$ cat config.mk
export PLATFORM = sky130hd
export DESIGN_NAME = mc6809_eq_gen
export DESIGN_NICKNAME = d
export VERILOG_FILES = /design/src/rtl/mc6809_eq_gen.sv
export SDC_FILE = /design/constraint.sdc
export NUM_CORES = 1
export LEC_CHECK = 0
export BUFFER_PORTS_ARGS = -buffer_cell sky130_fd_sc_hd__buf_2
export CAP_MARGIN = 25
export CORE_MARGIN = 2
export CORE_UTILIZATION = 30
export CTS_CLUSTER_SIZE = 40
export DETAILED_ROUTE_END_ITERATION = 8
export GPL_TIMING_DRIVEN = 0
export PLACE_DENSITY = 0.44
export SKIP_LAST_GASP = 1
export SLEW_MARGIN = 20
export SYNTH_ARGS = -nofsm -noshare
export SYNTH_HDL_FRONTEND = slang
export SYNTH_SLANG_ARGS = --single-unit
$ cat constraint.sdc
create_clock -name i_clk -period 1.8 [get_ports i_clk]
set_input_delay 0.18 -clock i_clk [delete_from_list [all_inputs] [get_ports i_clk]]
set_output_delay 0.18 -clock i_clk [all_outputs]
set_load 0.01 [all_outputs]
$ cat src/rtl/mc6809_eq_gen.sv
// MC6809 E/Q quadrature clock generator: divides a fast PLL clock into four
// quarter phases, with optional E-high stretching requested by slow peripherals.
module mc6809_eq_gen #(
  parameter int unsigned DIV         = 25,
  parameter int unsigned MAX_STRETCH = 40
) (
  input  logic i_clk,
  input  logic i_rst_n,
  input  logic i_run,
  input  logic i_mrdy_n,
  output logic o_e,
  output logic o_q,
  output logic o_e_rise,
  output logic o_e_fall,
  output logic o_stretching,
  output logic o_stretch_err
);

  typedef enum logic [2:0] {
    ST_IDLE,
    ST_PH0,
    ST_PH1,
    ST_PH2,
    ST_STR,
    ST_PH3
  } state_t;

  localparam logic [7:0] TERM_CNT  = 8'(DIV - 1);
  localparam logic [7:0] MAX_STR_C = 8'(MAX_STRETCH);

  state_t     state, state_nxt;
  logic [7:0] q_cnt, q_cnt_nxt;
  logic [7:0] str_cnt, str_cnt_nxt;
  logic       err_set;
  logic       term;

  assign term = (q_cnt == TERM_CNT);

  // NOTE: every always_comb output gets a default first so no path leaves it
  // unassigned; that is what keeps this block free of inferred latches.
  always_comb begin
    state_nxt   = state;
    str_cnt_nxt = str_cnt;
    err_set     = 1'b0;

    case (state)
      ST_IDLE: if (i_run) state_nxt = ST_PH0;
      ST_PH0:  if (term) state_nxt = ST_PH1;
      ST_PH1:  if (term) state_nxt = ST_PH2;
      ST_PH2: begin
        if (term) begin
          if (!i_mrdy_n) begin
            state_nxt   = ST_STR;
            str_cnt_nxt = 8'd1;
          end else begin
            state_nxt = ST_PH3;
          end
        end
      end
      ST_STR: begin
        if (term) begin
          if (i_mrdy_n) begin
            state_nxt = ST_PH3;
          end else if (str_cnt < MAX_STR_C) begin
            str_cnt_nxt = str_cnt + 8'd1;
          end else begin
            // Peripheral never released the bus: give up and flag it.
            state_nxt = ST_PH3;
            err_set   = 1'b1;
          end
        end
      end
      ST_PH3:  if (term) state_nxt = i_run ? ST_PH0 : ST_IDLE;
      default: state_nxt = ST_IDLE;
    endcase

    if (state_nxt == ST_PH0 && state != ST_PH0) str_cnt_nxt = 8'd0;

    if (state == ST_IDLE || term) q_cnt_nxt = 8'd0;
    else                          q_cnt_nxt = q_cnt + 8'd1;
  end

  // Outputs are registered from the next state so they line up exactly with
  // the state register and carry no combinational path from the inputs.
  // NOTE: sequential state uses non-blocking assignments so every flop samples
  // pre-edge values regardless of statement order.
  always_ff @(posedge i_clk or negedge i_rst_n) begin
    if (!i_rst_n) begin
      state         <= ST_IDLE;
      q_cnt         <= 8'd0;
      str_cnt       <= 8'd0;
      o_e           <= 1'b0;
      o_q           <= 1'b0;
      o_e_rise      <= 1'b0;
      o_e_fall      <= 1'b0;
      o_stretching  <= 1'b0;
      o_stretch_err <= 1'b0;
    end else begin
      state         <= state_nxt;
      q_cnt         <= q_cnt_nxt;
      str_cnt       <= str_cnt_nxt;
      o_e           <= (state_nxt == ST_PH2) || (state_nxt == ST_STR) || (state_nxt == ST_PH3);
      o_q           <= (state_nxt == ST_PH1) || (state_nxt == ST_PH2) || (state_nxt == ST_STR);
      o_e_rise      <= (state == ST_PH1) && (state_nxt == ST_PH2);
      o_e_fall      <= (state == ST_PH3) && (state_nxt != ST_PH3);
      o_stretching  <= (state_nxt == ST_STR);
      o_stretch_err <= o_stretch_err | err_set;
    end
  end

endmodule

==> flow_metrics.py <==
metrics = {
    "clock_network": {
        "clock-root-buffer": "sky130_fd_sc_hd__clkbuf_8",
        "max-clock-path-buffers": 2,
        "clock_insertion_delay_worst_skew_ns": 0.27,
        "numClockSinks": 25,
        "clock_buffers_created_by_tritoncts": 3,
        "cts.reportedPaths.clkPinSlew_ns": 0.08,
        "cts_tree": "built",
        "htree_levels": 1,
    },
    "sta": {
        "fin_hold_ws_ns": 0.327,
        "fin_skew_ns": 0.00524,
        "post-route-worst-setup-slack_ns": 0.0728,
        "worst_slew_pin_slew_ns": 0.565,
        "period_minus_slack_ns": 1.73,
        "final-max-slew-violation-count": 0,
        "rsz0062_at_grt": "yes",
        "setup_tns_ns": 0,
        "fmax_mhz": 579,
        "finalSetupViolCount": 0,
        "worst_slew_margin_rel_pct": 62.3,
        "hold_viol_final": 0,
        "fin_crit_sh_pct": 96.0,
    },
    "global_routing": {
        "grt_pass1_wl_mm": 4.14,
        "grt_pass1_vias": 915,
        "antenna_found_initial": 0,
        "maximum_number_of_pins_on_one_net_before_global_route_repair": 26,
        "global_route.usage.total_pct": 12.1,
        "overflow": 0,
    },
    "final_layout": {
        "post_route_cells_drive_above_1_share_pct": 29.0,
        "antennaDiodeCount": 0,
        "multi_input_area_um2": 672,
        "syn_to_final_growth_pct": 25.0,
        "fillCellCount": 398,
        "finalNetCount": 153,
        "register_area_um2": 627,
    },
    "routing": {
        "post_drt_wl_per_cell_um": 12.7,
        "met2RoutedLength_mm": 1.15,
        "route.vias.total": 941,
        "postRouteWirelength_mm": 2.47,
        "top_signal_layer_used": "met4",
        "routed_via_density": 4.83,
        "drt_iter0_markers": 27,
        "met1Wirelength_mm": 1.21,
        "drc": 0,
        "drt_first_pass_iters": 4,
        "ant_nets": 0,
        "met3RoutedLength_um": 90,
    },
    "pwr": {
        "power.share.combinational_pct": 2.1,
        "power_report.internal_total_w": 0.000723,
        "net-switching-power_w": 0.000183,
        "seq_power_share_pct": 61.9,
        "total_leakage_power_nw": 0.698,
        "power.density_cell_area_nw_per_um2": 582,
        "netSwitchingFraction_pct": 20.2,
        "clockPowerShare_pct": 36.0,
        "total_power_w": 0.000906,
        "worst_ir_drop_vdd_mv": 0.377,
    },
    "critical_path": {
        "timing_worst_setup_path_type": "flop to flop",
        "critical_path_peak_fanout": 8,
        "start_kind": "flop",
        "worst_ep_required_time_ns": 1.96,
        "worstSetupEndpointType": "flop",
        "worstPathArrival_ns": 1.89,
    },
    "hold_path": {
        "hold_wc_path_type": "input port to flop",
    },
    "placement": {
        "port_buffers": 9,
        "globalplace.congestion": 0.793,
        "place_ws_ns": -0.303,
        "place.detailed.hpwl_mm": 1.69,
    },
    "yosys": {
        "synth_cell_type_count": 35,
        "ys_top_cells_by_count": "sky130_fd_sc_hd__dfrtp_1 (25), sky130_fd_sc_hd__nor2_1 (17), sky130_fd_sc_hd__nand2_1 (15)",
        "yosysWarnings": 0,
        "synthesized_net_count": 131,
        "synth_top_area_cell": "sky130_fd_sc_hd__dfrtp_1",
        "synth_most_common_cell": "sky130_fd_sc_hd__dfrtp_1",
        "yosys.area.top_type_share_pct": 50.3,
        "most_frequently_used_flop_master_after_synthesis": "sky130_fd_sc_hd__dfrtp_1",
        "average_cell_area_after_synthesis_um2": 10.0,
        "yosysSeqAreaShare_pct": 50.3,
        "netlist_top_cells_area": "sky130_fd_sc_hd__dfrtp_1 (50%), sky130_fd_sc_hd__nor2_1 (5.1%), sky130_fd_sc_hd__nand2_1 (4.5%)",
        "async_reset_ff_share_pct": 100,
        "postSynthRegisterBits": 25,
        "post_synth_instance_area_um2": 1240,
        "synth_cells": 124,
        "synth_enable_flop_cells": 0,
    },
    "floorplanning": {
        "ios": 10,
        "floorplan.initialDensity_pct": 31.1,
        "die_h_um": 68.4,
        "floorplan.die_area_um2": 4680,
        "floorplan.core_area_um2": 4000,
        "fp-row-count": 23,
        "die_x_um": 68.4,
    },
    "status": {
        "outcome": "completed",
    },
    "run": {
        "drv_cap": 0,
    },
}
[stage by stage]
stage	cells	util, %	instance area (um^2)
finish	195	38.9	1560
global route	195	38.9	1560
CTS	191	36.4	1460
detailed placement	183	33.8	1350
global placement	183	33.8	1350
floorplan	124	-	1240
[power by group through the flow]
stage	logic [W]	registers [W]	clock network (W)
2_1_floorplan	0.000000714	0.000572	0
3_3_place_gp	0.0000170	0.000572	0
3_5_place_dp	0.0000170	0.000572	0
4_1_cts	0.0000194	0.000561	0.000346
5_1_grt	0.0000224	0.000561	0.000377
6_report	0.0000188	0.000561	0.000327
[sequential cells by signal (all words and copies together) (netlist names)]
register	cells
str_cnt	8
o_e	1
o_e_fall	1
state	3
o_stretching	1
o_stretch_err	1
q_cnt	8
o_q	1
o_e_rise	1
[area by class of cell]
cell class                      count  share of cell area, %
Multi-Input combinational cell     93                   43.2
Sequential cell                    25                   40.3
Timing Repair Buffer               17                   7.96
Tap cell                           50                   4.02
Clock buffer                        4                   2.89
Inverter                            5                   1.21
Buffer                              1                  0.482
[layer usage]
layer  global-route usage (%)  up-vias
met3                     4.11        5
met5                        0        -
met1                     15.1      446
li1                         -      476
met2                     19.5       14
met4                     3.75        0
[cell usage in the layout, fill, tap and decap left out, drive strengths merged, types with 2 or more instances in the layout]
cell    instances
or2             2
dfrtp          25
nor3b           2
xnor2           3
ha              3
clkbuf          4
nor2           17
a21oi           2
nand2          16
inv             5
o21ai           2
nor3            2
nand3          12
a31oi           7
nor2b           3
and3            5
xor2            4
buf            17
[final timing paths]
path                                    startpoint                 endpoint  slack (ns)  depth (start not counted)
max                             q_cnt[0]$_DFF_PN0_   str_cnt[2]$_DFFE_PN0P_        0.07                          8
min                                       i_mrdy_n  o_stretch_err$_DFF_PN0_        0.33                          3
max reg2reg                     q_cnt[0]$_DFF_PN0_   str_cnt[2]$_DFFE_PN0P_        0.07                          8
min reg2reg                o_stretch_err$_DFF_PN0_  o_stretch_err$_DFF_PN0_        0.49                          1
max in group asynchronous                  i_rst_n       state[0]$_DFF_PN0_        0.96                          2
min in group asynchronous                  i_rst_n   str_cnt[2]$_DFFE_PN0P_        0.43                          2
[what timing repair did]
action / 4_1_cts / 5_1_grt
gates resized for setup: 6 / 11
hold buffers: 1 / 0
endpoints found under the hold margin: 25 / 0
setup endpoints to repair: 10 / 11
pin swaps: 1 / 7
setup buffers: 3 / 4
[worst max-delay path, stage by stage, from the launching register on]
cell and delay, ns:
sky130_fd_sc_hd__dfrtp_1 0.38, sky130_fd_sc_hd__inv_1 0.08, sky130_fd_sc_hd__ha_4 0.12, sky130_fd_sc_hd__and4bb_4 0.28, sky130_fd_sc_hd__and2_4 0.20, sky130_fd_sc_hd__a31oi_4 0.10
sky130_fd_sc_hd__a32oi_2 0.22, sky130_fd_sc_hd__buf_6 0.17, sky130_fd_sc_hd__a21oi_1 0.05
[logic make-up after synthesis]
family | after synthesis | share of synthesized area (%)
flip-flops | 25 | 50.3
AO/OA/AOI/OAI | 19 | 11.4
adder cells (fa/ha/maj) | 3 | 3.02
XOR/XNOR | 7 | 4.92
buffers and inverters | 6 | 2.11
AND/OR/NAND/NOR | 64 | 28.3
(Power assumes the default switching activity.)
